File: src/rtl/frame_packetizer.sv
// Wraps each input frame as MAGIC, {seq,len}, payload, checksum, status; one cycle of IDLE before the header.
// Payload passes through combinationally, so S_AXIS_TREADY follows M_AXIS_TREADY; header/trailer words hold while stalled.
module frame_packetizer #(
  parameter int unsigned FRAME_NUM = 1024,
  parameter logic [31:0] MAGIC     = 32'h5AA5_A110,
  parameter int unsigned DW        = 32
) (
  input  logic          clk,
  input  logic          rst,
  input  logic [DW-1:0] S_AXIS_TDATA,
  input  logic          S_AXIS_TVALID,
  input  logic          S_AXIS_TLAST,
  output logic          S_AXIS_TREADY,
  output logic [DW-1:0] M_AXIS_TDATA,
  output logic          M_AXIS_TVALID,
  output logic          M_AXIS_TLAST,
  input  logic          M_AXIS_TREADY,
  output logic [3:0]    M_AXIS_TSTRB,
  output logic [15:0]   seq_num,
  output logic          frame_err
);

  typedef enum logic [2:0] {
    ST_IDLE, ST_HDR0, ST_HDR1, ST_PAYLOAD, ST_DROP, ST_CSUM, ST_STAT
  } state_t;

  localparam logic [15:0] FRAME_LEN = 16'(FRAME_NUM);
  localparam logic [16:0] FRAME_END = 17'(FRAME_NUM);

  state_t      state, state_nxt;
  logic [15:0] seq_q;
  logic [15:0] wcnt;
  logic [31:0] csum;
  logic        short_flag, long_flag;
  logic        s_beat, m_beat, last_word;
  logic [16:0] wcnt_inc;

  assign s_beat    = S_AXIS_TVALID && S_AXIS_TREADY;
  assign m_beat    = M_AXIS_TVALID && M_AXIS_TREADY;
  assign wcnt_inc  = {1'b0, wcnt} + 17'd1;
  assign last_word = (wcnt_inc == FRAME_END);

  assign M_AXIS_TSTRB = 4'hF;
  assign seq_num      = seq_q;

  always_ff @(posedge clk or posedge rst) begin
    if (rst) state <= ST_IDLE;
    else     state <= state_nxt;
  end

  always_comb begin
    state_nxt = state;
    case (state)
      ST_IDLE:    if (S_AXIS_TVALID) state_nxt = ST_HDR0;
      ST_HDR0:    if (m_beat) state_nxt = ST_HDR1;
      ST_HDR1:    if (m_beat) state_nxt = ST_PAYLOAD;
      ST_PAYLOAD: if (s_beat) begin
                    if (S_AXIS_TLAST)   state_nxt = ST_CSUM;
                    else if (last_word) state_nxt = ST_DROP;
                  end
      ST_DROP:    if (s_beat && S_AXIS_TLAST) state_nxt = ST_CSUM;
      ST_CSUM:    if (m_beat) state_nxt = ST_STAT;
      ST_STAT:    if (m_beat) state_nxt = ST_IDLE;
      default:    state_nxt = ST_IDLE;
    endcase
  end

  always_comb begin
    S_AXIS_TREADY = 1'b0;
    M_AXIS_TVALID = 1'b0;
    M_AXIS_TDATA  = '0;
    M_AXIS_TLAST  = 1'b0;
    frame_err     = 1'b0;
    case (state)
      ST_HDR0: begin
        M_AXIS_TVALID = 1'b1;
        M_AXIS_TDATA  = MAGIC;
      end
      ST_HDR1: begin
        M_AXIS_TVALID = 1'b1;
        M_AXIS_TDATA  = {seq_q, FRAME_LEN};
      end
      ST_PAYLOAD: begin
        M_AXIS_TVALID = S_AXIS_TVALID;
        M_AXIS_TDATA  = S_AXIS_TDATA;
        S_AXIS_TREADY = M_AXIS_TREADY;
      end
      ST_DROP: S_AXIS_TREADY = 1'b1;
      ST_CSUM: begin
        M_AXIS_TVALID = 1'b1;
        M_AXIS_TDATA  = csum;
      end
      ST_STAT: begin
        M_AXIS_TVALID = 1'b1;
        M_AXIS_TLAST  = 1'b1;
        M_AXIS_TDATA  = {4'hE, 10'b0, short_flag, long_flag, wcnt};
        frame_err     = M_AXIS_TREADY && (short_flag || long_flag);
      end
      default: ;
    endcase
  end

  // Counters only move on accepted payload beats; dropped overflow words never reach them.
  always_ff @(posedge clk or posedge rst) begin
    if (rst) begin
      seq_q      <= '0;
      wcnt       <= '0;
      csum       <= '0;
      short_flag <= 1'b0;
      long_flag  <= 1'b0;
    end else if (state == ST_PAYLOAD && s_beat) begin
      wcnt <= wcnt_inc[15:0];
      csum <= csum + S_AXIS_TDATA;
      if (S_AXIS_TLAST && !last_word)      short_flag <= 1'b1;
      else if (!S_AXIS_TLAST && last_word) long_flag  <= 1'b1;
    end else if (state == ST_STAT && m_beat) begin
      seq_q      <= seq_q + 16'd1;
      wcnt       <= '0;
      csum       <= '0;
      short_flag <= 1'b0;
      long_flag  <= 1'b0;
    end
  end

endmodule

File: config.mk
export PLATFORM = sky130hd
export DESIGN_NAME = frame_packetizer
export DESIGN_NICKNAME = d
export VERILOG_FILES = /design/src/rtl/frame_packetizer.sv
export SDC_FILE = /design/constraint.sdc
export NUM_CORES = 1
export LEC_CHECK = 0
export ABC_AREA = 1
export ABC_CLOCK_PERIOD_IN_PS = 2750
export CAP_MARGIN = 25
export CORE_UTILIZATION = 42
export DETAILED_ROUTE_END_ITERATION = 8
export GPL_TIMING_DRIVEN = 0
export PLACE_DENSITY = 0.65
export SLEW_MARGIN = 25
export SYNTH_ARGS = -nofsm -noshare
export SYNTH_HDL_FRONTEND = slang
export SYNTH_SLANG_ARGS = --single-unit
File: constraint.sdc
create_clock -name clk -period 2.75 [get_ports clk]
set_input_delay 0.4125 -clock clk [delete_from_list [all_inputs] [get_ports clk]]
set_output_delay 0.4125 -clock clk [all_outputs]
set_load 0.02 [all_outputs]
### Word-level counts from Yosys, hierarchy flattened

Cells that the tools add are included.

| word-level totals | value |
|---|---|
| flip-flop bits (word level) | 69 |
| input bits | 37 |
| output and inout port bits | 56 |
| logic and storage cells | 71 |

| cells by class | value |
|---|---|
| add/sub/neg operators | 3 |
| eq/ne operators | 18 |
| mux-type cells | 25 |
| bitwise logic cells | 1 |
| reduce and logical (&&, ||, !) cells | 18 |

Operators by type and width:

| operator | number |
|---|---|
| $pmux 32 s5 | 1 |
| $mux 32 | 2 |
| $add 32x32->32 | 1 |
| $mux 16 | 2 |
| $mux 3 | 9 |
| $pmux 3 s7 | 1 |
| $add 16x1->17 const B | 1 |
| $eq 17x11->1 const B | 1 |
| $add 16x1->16 const B | 1 |
| $ne 2x2->1 const B | 8 |
| $eq 3x3->1 const B | 3 |
| $logic_and 1x1->1 | 8 |
| $mux 1 | 8 |
| $reduce_and 8->1 | 1 |
| $eq 3x2->1 const B | 2 |
| $ne 2x1->1 const B | 2 |
| $pmux 1 s2 | 2 |
| $reduce_and 2->1 | 2 |
| $reduce_or 4->1 | 1 |
| $eq 3x1->1 const B | 1 |
| $logic_not 3->1 | 1 |
| $ne 3x3->1 const B | 1 |
| $reduce_and 3->1 | 1 |
| $logic_not 1->1 | 2 |
| 3 further kinds | 3 |

### Depth between registers and ports, before layout

Gate-level depths: netlist of the first run.

| logic depth | value |
|---|---|
| depth after elaboration | 7 |
| gate-level depth with buffers | 16 |
| depth with buffers taken out | 16 |

### Worst setup path after synthesis of the first run

Ideal clock, no wire load.

| timing | value |
|---|---|
| path kind | reg-to-output |
| start | reg state[0] |
| end | out M_AXIS_TDATA[0] |
| arrival time | 1.665 ns |
| data required time | 2.338 ns |
| slack | 0.672 ns |
| cell stages (with the launch flop) | 8 |
| buffers on the path | 1 |
| path through | dfrtp_1 -> inv_2 -> nor2_1 -> inv_1 -> nor2_2 -> inv_1 -> clkbuf_1 -> o221ai_1 |

| between the ends | value |
|---|---|
| longest elaborated chain between the ends | 2 |
| elaborated cells between the ends (all ways) | 6 |
| classes of those cells | eq/ne (5); mux (1) |

RTL lines:

| what | line | text |
|---|---|---|
| start: declaration | 30 | `state_t state, state_nxt;` |
| start signal: assignment | 48 | `else state <= state_nxt;` |
| $eq 3x3->1 (tied with other cells) | 74 | `case (state)` |
| $pmux 32 s5 * | 74 |  |
| end: declaration | 14 | `output logic [DW-1:0] M_AXIS_TDATA,` |

Every way passes the cells marked *; elsewhere a longest branch is shown, timed or not.

### Worst setup path in the final report of the first run

| timing | value |
|---|---|
| start | reg state[2] |
| end | out M_AXIS_TDATA[3] |

Same word-level chain as after synthesis.

==> results of run 1 <==
==> layer usage <==
layer	up-vias	share of wire (%)
met5	-	0
met4	0	2.0
met3	29	6.3
met2	207	44
met1	2880	48
li1	3034	-
==> worst max-delay path, cell delays in order (launching register included) <==
cell	delay, ps
sky130_fd_sc_hd__dfrtp_1	350
sky130_fd_sc_hd__buf_2	200
sky130_fd_sc_hd__nor3_4	270
sky130_fd_sc_hd__clkbuf_4	290
sky130_fd_sc_hd__nand2_1	80
sky130_fd_sc_hd__o221ai_1	70
sky130_fd_sc_hd__clkdlybuf4s50_1	650
==> where the power goes <==
part | switching, W | leakage, nW | internal, W
clock network | 0.000497 | 0.158 | 0.000818
logic | 0.00284 | 2.51 | 0.00160
registers | 0.000354 | 0.885 | 0.00138
==> sequential cells by signal (all words and copies together) (netlist names) <==
name and cells:
csum 32, long_flag 1, seq_num 16, short_flag 1, state 3, wcnt 16
==> kinds of logic (layout without fill, tap and decap cells) <==
| family | count (synthesis) | count (layout) | synth area share, % |
|---|---|---|---|
| compound gates | 196 | 196 | 20.3 |
| xor+xnor | 25 | 25 | 3.82 |
| buf+inv | 119 | 227 | 8.48 |
| simple gates | 394 | 394 | 29.3 |
| flops | 69 | 69 | 30.2 |
| other cells | 1 | 4 | 0.0655 |
| fa+ha+maj | 35 | 35 | 7.78 |
==> worst paths after layout <==
| kind | from | endpoint | slack [ps] | cells after the start |
|---|---|---|---|---|
| min reg2reg | long_flag | long_flag | 480 | 2 |
| max reg2reg | csum[0] | csum[20] | 360 | 12 |
| max | state[2] | M_AXIS_TDATA[3] | 80 | 6 |
| max in group asynchronous | rst | state[0] | 1700 | 3 |
| min | long_flag | long_flag | 480 | 2 |
| min in group asynchronous | rst | wcnt[15] | 490 | 2 |
==> what timing repair did <==
item / 4_1_cts / 5_1_grt
pin swaps: 3 / 0
hold endpoints to repair: 0 / 0
setup endpoints to repair: 32 / 24
buffers inserted: 3 / 0
hold buffers: 0 / 0
gates resized for setup: 34 / 32
==> synth_stat cells, drive strengths merged (3+ instances only) <==
cell type | n | share of area (%)
nand2 | 240 | 16
inv | 95 | 6.3
nor2 | 78 | 5.7
o21ai | 76 | 6.6
dfrtp | 69 | 30
a21oi | 51 | 4.5
nand3 | 46 | 4.0
ha | 34 | 7.4
xor2 | 20 | 3.1
o211ai | 17 | 2.2
buf | 16 | 1.7
o22ai | 15 | 1.6
nor3 | 11 | 1.4
o221ai | 9 | 1.4
clkbuf | 8 | 0.52
nand4 | 8 | 0.87
a21o | 5 | 0.66
o21bai | 5 | 0.66
xnor2 | 5 | 0.76
a31oi | 4 | 0.44
nand3b | 3 | 0.39
o2111ai | 3 | 0.46
o21a | 3 | 0.39
or2 | 3 | 0.33
==> through the flow <==
stage	util (%)	area, um^2	hold slack, ps	total power (W)	cells
floorplan	-	5740	442	0.00456	842
detailed placement	51.8	6860	463	0.00617	1107
finish	54.6	7230	477	0.00749	1126
CTS	54.4	7210	478	0.00744	1126
global placement	51.6	6840	464	0.00614	1106
global route	54.6	7230	531	0.00804	1126
==> placed cells by master, fill, tap and decap left out, types with 3 or more instances in the layout <==
cell type,count
sky130_fd_sc_hd__a21o_1,5
sky130_fd_sc_hd__a21oi_1,50
sky130_fd_sc_hd__a31oi_1,4
sky130_fd_sc_hd__buf_2,11
sky130_fd_sc_hd__buf_4,8
sky130_fd_sc_hd__clkbuf_16,9
sky130_fd_sc_hd__clkbuf_2,8
sky130_fd_sc_hd__clkdlybuf4s15_1,3
sky130_fd_sc_hd__clkdlybuf4s50_1,59
sky130_fd_sc_hd__conb_1,4
sky130_fd_sc_hd__dfrtp_1,68
sky130_fd_sc_hd__dlygate4sd2_1,13
sky130_fd_sc_hd__dlymetal6s2s_1,8
sky130_fd_sc_hd__ha_1,34
sky130_fd_sc_hd__inv_1,90
sky130_fd_sc_hd__inv_2,3
sky130_fd_sc_hd__nand2_1,236
sky130_fd_sc_hd__nand2_2,3
sky130_fd_sc_hd__nand3_1,46
sky130_fd_sc_hd__nand3b_1,3
sky130_fd_sc_hd__nand4_1,8
sky130_fd_sc_hd__nor2_1,72
sky130_fd_sc_hd__nor2_4,4
sky130_fd_sc_hd__nor3_1,8
sky130_fd_sc_hd__o2111ai_1,3
sky130_fd_sc_hd__o211ai_1,17
sky130_fd_sc_hd__o21a_1,3
sky130_fd_sc_hd__o21ai_0,67
sky130_fd_sc_hd__o21ai_1,8
sky130_fd_sc_hd__o21bai_1,5
sky130_fd_sc_hd__o221ai_1,8
sky130_fd_sc_hd__o22ai_1,15
sky130_fd_sc_hd__or2_2,3
sky130_fd_sc_hd__xnor2_1,5
sky130_fd_sc_hd__xor2_1,20
==> layout make-up <==
class / instances / share of cell area [%]
Multi-Input combinational cell: 654 / 49.1
Sequential cell: 69 / 23.9
Timing Repair Buffer: 92 / 12.5
Inverter: 95 / 5.00
Clock buffer: 10 / 3.31
Tap cell: 176 / 3.05
Buffer: 24 / 1.96
Clock inverter: 6 / 1.19
==> flow_summary.rst, run 1 <==
.. list-table::
   :header-rows: 1

   * - Metric
     - Value
   * - Result of the run
     - complete, no violations
   * - Worst Path Max Fanout
     - 10
   * - Length of the first detailed-routing pass in iterations
     - 5
   * - Clk root buf
     - sky130_fd_sc_hd__clkbuf_16
   * - Max-cap check violation count
     - 0
   * - Share of cells above drive strength 1
     - 7.89%
   * - Antenna diode count
     - 0
   * - Largest voltage drop on the vdd net
     - 343 uV
   * - Launching element type of the critical path
     - register
   * - Global routing met2 resource utilization
     - 43.9%
   * - RSZ-0062 raised after global routing
     - no
   * - Slew Limit Fails
     - 0
   * - DRC errors left
     - 0
   * - Per-cell routed wire length
     - 17.4 um
   * - Met3 usage
     - 4.30%
   * - Via density per instance
     - 5.46
   * - Leak Pwr
     - 3.55 nW
   * - Final Routed Wirelength
     - 19600 um
   * - Final Hold Viols
     - 0
   * - Layout overhead on the synthesized area
     - 26.3%
   * - Kind of critical path
     - register to primary output
   * - All-Layer GR Usage
     - 29.2%
   * - Crit path DAT
     - 2260 ps
   * - Instance count of the mapped netlist
     - 839
   * - Maximum clock frequency
     - 374 MHz
   * - Number of antenna violations at the first check in global routing
     - 0
   * - Leading register cell type out of synthesis
     - sky130_fd_sc_hd__dfrtp_1
   * - Setup tns final
     - 0 ps
   * - Fraction of synthesis flops using an asynchronous set or reset pin
     - 100%
   * - Routability congestion estimate
     - 0.925
   * - Slew of the pin with the lowest slew margin
     - 736 ps
   * - Final HPWL DP
     - 15400 um
   * - Width of the die
     - 119 um
   * - Number of warning messages in the yosys log
     - 0
   * - Top-level I/O count
     - 93
   * - Remaining global-route overflow
     - 0
   * - Worst Setup Slack post-DPL
     - -426 ps
   * - Final Net Count
     - 1017
   * - Capturing element type of the critical path
     - primary output
   * - Post-route ant nets
     - 0
   * - Power Density
     - 1040 nW/um^2
   * - Die span in y
     - 119 um
   * - Maximum number of pins on one net before global-route repair
     - 41
   * - Wire length of the first global-routing pass
     - 31700 um
   * - Overall via count from detail_route
     - 6150
   * - Flip-flop and latch count after synthesis
     - 69
   * - GR Layer Usage met1
     - 42.6%
   * - Area taken by flip-flops and latches
     - 1730 um^2
   * - Initial Utilization
     - 43.2%
   * - Final cycle utilization of the critical path
     - 97.2%
   * - Classification of the worst-slack hold path
     - register to register
   * - FP Rows
     - 42
   * - Final number of setup-violating endpoints
     - 0
   * - CTS max path bufs
     - 2
   * - Number of flops mapped to enable cells by yosys
     - 0
   * - Syn_area_per_cell
     - 6.82 um^2
   * - Sequential element share of the synthesized area
     - 30.2%
   * - Number of DRC markers after the initial detailed-route iteration
     - 497
   * - Port Buf Inserts
     - 88
   * - TritonCTS Buffers
     - 9
   * - Most heavily used metal layer in global routing
     - met2
   * - Filler cells
     - 1370
   * - Latest clock arrival within the worst-skew pair
     - 350 ps
   * - Post-layout min period
     - 2670 ps
   * - Combined area of all synthesized cells
     - 5730 um^2
   * - Die area
     - 14100 um^2
   * - Largest clock skew in the final design
     - 9.01 ps
   * - Core Footprint
     - 13200 um^2
   * - Clock slew at reported path FFs
     - 60 ps
   * - Number of distinct library cells after synthesis
     - 51
   * - TritonCTS clock tree
     - yes
   * - Worst EP required
     - 2340 ps
   * - Number of global-route vias before repair
     - 5890
   * - Tightest slew margin relative to the limit
     - 50.9%
   * - Clock H-tree levels
     - 3
   * - Total clock sinks
     - 69
   * - Multi-input logic area
     - 3550 um^2
   * - Final worst-path setup slack
     - 76.6 ps
(Power assumes the default switching activity.)
==> run 2: changes to the inputs <==
--- a/config.mk
+++ b/config.mk
@@ -8,10 +8,10 @@
 export ABC_AREA = 1
 export ABC_CLOCK_PERIOD_IN_PS = 2750
 export CAP_MARGIN = 25
-export CORE_UTILIZATION = 42
+export CORE_UTILIZATION = 55
 export DETAILED_ROUTE_END_ITERATION = 8
 export GPL_TIMING_DRIVEN = 0
-export PLACE_DENSITY = 0.65
+export PLACE_DENSITY = 0.82
 export SLEW_MARGIN = 25
 export SYNTH_ARGS = -nofsm -noshare
 export SYNTH_HDL_FRONTEND = slang
==> run 2 against run 1 <==
Compared with the run above:
- clock skew is 1.7 ps lower
- non-clock buffer count unchanged
- global-route usage is 7.6 points higher
- wire length shrank 0.58%
- sequential power is essentially flat
- critical endpoint unchanged
- largest cell class unchanged
==> flow_summary.rst, run 2 (same netlist as run 1, synthesis figures left out) <==
.. list-table::
   :header-rows: 1

   * - Metric
     - Value
   * - Result of the run
     - complete, no violations
   * - Number of global-route vias before repair
     - 6138 (+4.2%)
   * - Die span in y
     - 104 um (-12%)
   * - Worst Setup Slack post-DPL
     - -323 ps (+103 ps)
   * - Port Buf Inserts
     - 88 (unchanged)
   * - Largest clock skew in the final design
     - 7.28 ps (-1.73 ps)
   * - Core Footprint
     - 9910 um^2 (-25%)
   * - Commonest non-fill, non-tap cell in the layout
     - sky130_fd_sc_hd__nand2_1
   * - Register with the most flip-flops
     - csum
   * - Capturing element type of the critical path
     - primary output
   * - Maximum clock frequency
     - 371 MHz (-0.77%)
   * - All-Layer GR Usage
     - 36.8% (+7.6 points)
   * - Slowest stage cell on the critical path
     - sky130_fd_sc_hd__clkdlybuf4s50_1
   * - Final cycle utilization of the critical path
     - 98.0% (+0.76 points)
   * - Latest clock arrival within the worst-skew pair
     - 370 ps (+20 ps)
   * - Ordered cell list for the critical path
     - buf_2, nor3_4, clkbuf_4, nand2_1, o221ai_1, clkdlybuf4s50_1
   * - Largest voltage drop on the vdd net
     - 501 uV (+46%)
   * - Per-cell routed wire length
     - 18.0 um (+3.4%)
   * - Max FFs per register
     - 32 (unchanged)
   * - Number of DRC markers after the initial detailed-route iteration
     - 683 (+37%)
   * - Launching element type of the critical path
     - register
   * - Antenna diode count
     - 0 (unchanged)
   * - Final Routed Wirelength
     - 19500 um (-0.58%)
   * - Max-cap check violation count
     - 0 (unchanged)
   * - Wire length of the first global-routing pass
     - 31100 um (-2.0%)
   * - Number of cells on the critical path
     - 6 (unchanged)
   * - Classification of the worst-slack hold path
     - input pin to async pin
   * - Worst EP required
     - 2340 ps (about the same)
   * - TritonCTS Buffers
     - 9 (unchanged)
   * - Remaining global-route overflow
     - 0 (unchanged)
   * - Final Hold Viols
     - 0 (unchanged)
   * - Slew of the pin with the lowest slew margin
     - 679 ps (-57.5 ps)
   * - Routability congestion estimate
     - 0.947 (+2.3%)
   * - RSZ-0062 raised after global routing
     - yes
   * - Setup tns final
     - 0 ps (unchanged)
   * - Top Family by Delay on Critical Path
     - buffers and inverters
   * - Overall via count from detail_route
     - 6404 (+4.1%)
   * - Slew Limit Fails
     - 0 (unchanged)
   * - Highest-count cells in the layout ignoring fill and taps
     - sky130_fd_sc_hd__nand2_1, sky130_fd_sc_hd__inv_1, sky130_fd_sc_hd__nor2_1
   * - Final Net Count
     - 1017 (unchanged)
   * - Final HPWL DP
     - 15300 um (-0.76%)
   * - Crit path DAT
     - 2280 ps (+20 ps)
   * - Area taken by flip-flops and latches
     - 1730 um^2 (unchanged)
   * - Stage delay of the slowest cell on the critical path
     - 640 ps (about the same)
   * - Width of the die
     - 104 um (-12%)
   * - Clock slew at reported path FFs
     - 80 ps (+20 ps)
   * - Leak Pwr
     - 3.52 nW (-0.90%)
   * - Count of hold-fix buffers inserted at cts
     - 0 (unchanged)
   * - Filler cells
     - 836 (-39%)
   * - Final number of setup-violating endpoints
     - 0 (unchanged)
   * - Worst Reg2Reg Path Length in Cells
     - 12 (unchanged)
   * - Worst Path Max Fanout
     - 10 (unchanged)
   * - Post-route ant nets
     - 0 (unchanged)
   * - Top-level I/O count
     - 93 (unchanged)
   * - DRC errors left
     - 0 (unchanged)
   * - TritonCTS clock tree
     - yes
   * - Number of antenna violations at the first check in global routing
     - 0 (unchanged)
   * - Maximum number of pins on one net before global-route repair
     - 37 (-9.8%)
   * - FP Rows
     - 36 (-14%)
   * - Share of cells above drive strength 1
     - 7.58% (-0.32 points)
   * - Clk root buf
     - sky130_fd_sc_hd__clkbuf_8
   * - Layout overhead on the synthesized area
     - 23.0%
   * - Post-layout total power
     - 0.00707 W (-5.6%)
   * - CTS max path bufs
     - 2 (unchanged)
   * - Multi-input logic area
     - 3550 um^2 (-0.18%)
   * - Utilization after layout
     - 71.1% (+16 points)
   * - Clock H-tree levels
     - 3 (unchanged)
   * - Final worst-path setup slack
     - 55.8 ps (-20.9 ps)
   * - Die area
     - 10800 um^2 (-23%)
   * - Initial Utilization
     - 57.8% (+15 points)
   * - Power Density
     - 1000 nW/um^2 (-3.1%)
   * - Tightest slew margin relative to the limit
     - 54.8% (+3.8 points)
   * - Via density per instance
     - 5.91 (+8.3%)
   * - Total clock sinks
     - 69 (unchanged)
   * - Length of the first detailed-routing pass in iterations
     - 5 (unchanged)
   * - Kind of critical path
     - register to primary output
   * - Post-layout min period
     - 2690 ps (+20.9 ps)
   * - Buf+Inv Stages, Crit Path
     - 3 (unchanged)
[run 2: cell types whose count changed in the layout (fill, tap and decap cells not counted), sizes merged]
| cell | change |
|---|---|
| bufinv | -1 |
| clkdlybuf4s50 | -2 |
| dlymetal6s2s | +2 |
| clkinvlp | +1 |
| clkbuf | +1 |
| buf | -1 |
[run 2: area by class of cell]
type | instances | area share, %
plain buffers | 24 | 2.03
clock buffers | 10 | 1.81
clock inverters | 6 | 0.906
inverters | 95 | 5.13
multi-input cells | 654 | 50.3
flip-flops and latches | 69 | 24.5
well taps | 133 | 2.36
repair buffers | 92 | 12.9
[run 2: path summary, 6_finish.rpt]
check	startpoint	end	slack, ps
max reg2reg	csum[0]	csum[20]	270
max	state[2]	M_AXIS_TDATA[3]	60
min reg2reg	long_flag	long_flag	480
max in group asynchronous	rst	csum[20]	1780
min	rst	short_flag	410
min in group clk	long_flag	long_flag	480
[run 2: metrics by stage]
step	hold WS, ps	instances	instance area [um^2]
3_5_place_dp	467	1064	6810
4_1_cts	433	1083	7020
6_report	412	1083	7040
2_1_floorplan	442	842	5740
3_3_place_gp	458	1063	6780
5_1_grt	463	1083	7040
[run 2: power breakdown]
group	internal, W	total [W]	switching, W
registers	0.00138	0.00173	0.000352
logic	0.00160	0.00448	0.00288
clock network	0.000417	0.000861	0.000443
total	0.00340	0.00707	0.00367
[run 2: per-layer routing]
layer  routed length [um]  track usage, %  vias up
met1                 8260            50.5     2975
li1                     -               -     3027
met3                 1830            6.27       43
met2                 8960            58.4      359
met4                  468            12.7        0
met5                    0               0        -
[run 2: repair_timing]
item                       CTS  global route
setup endpoints to repair   32            24
pin swaps                    2             1
buffers inserted             3             0
gates resized for setup     34            32
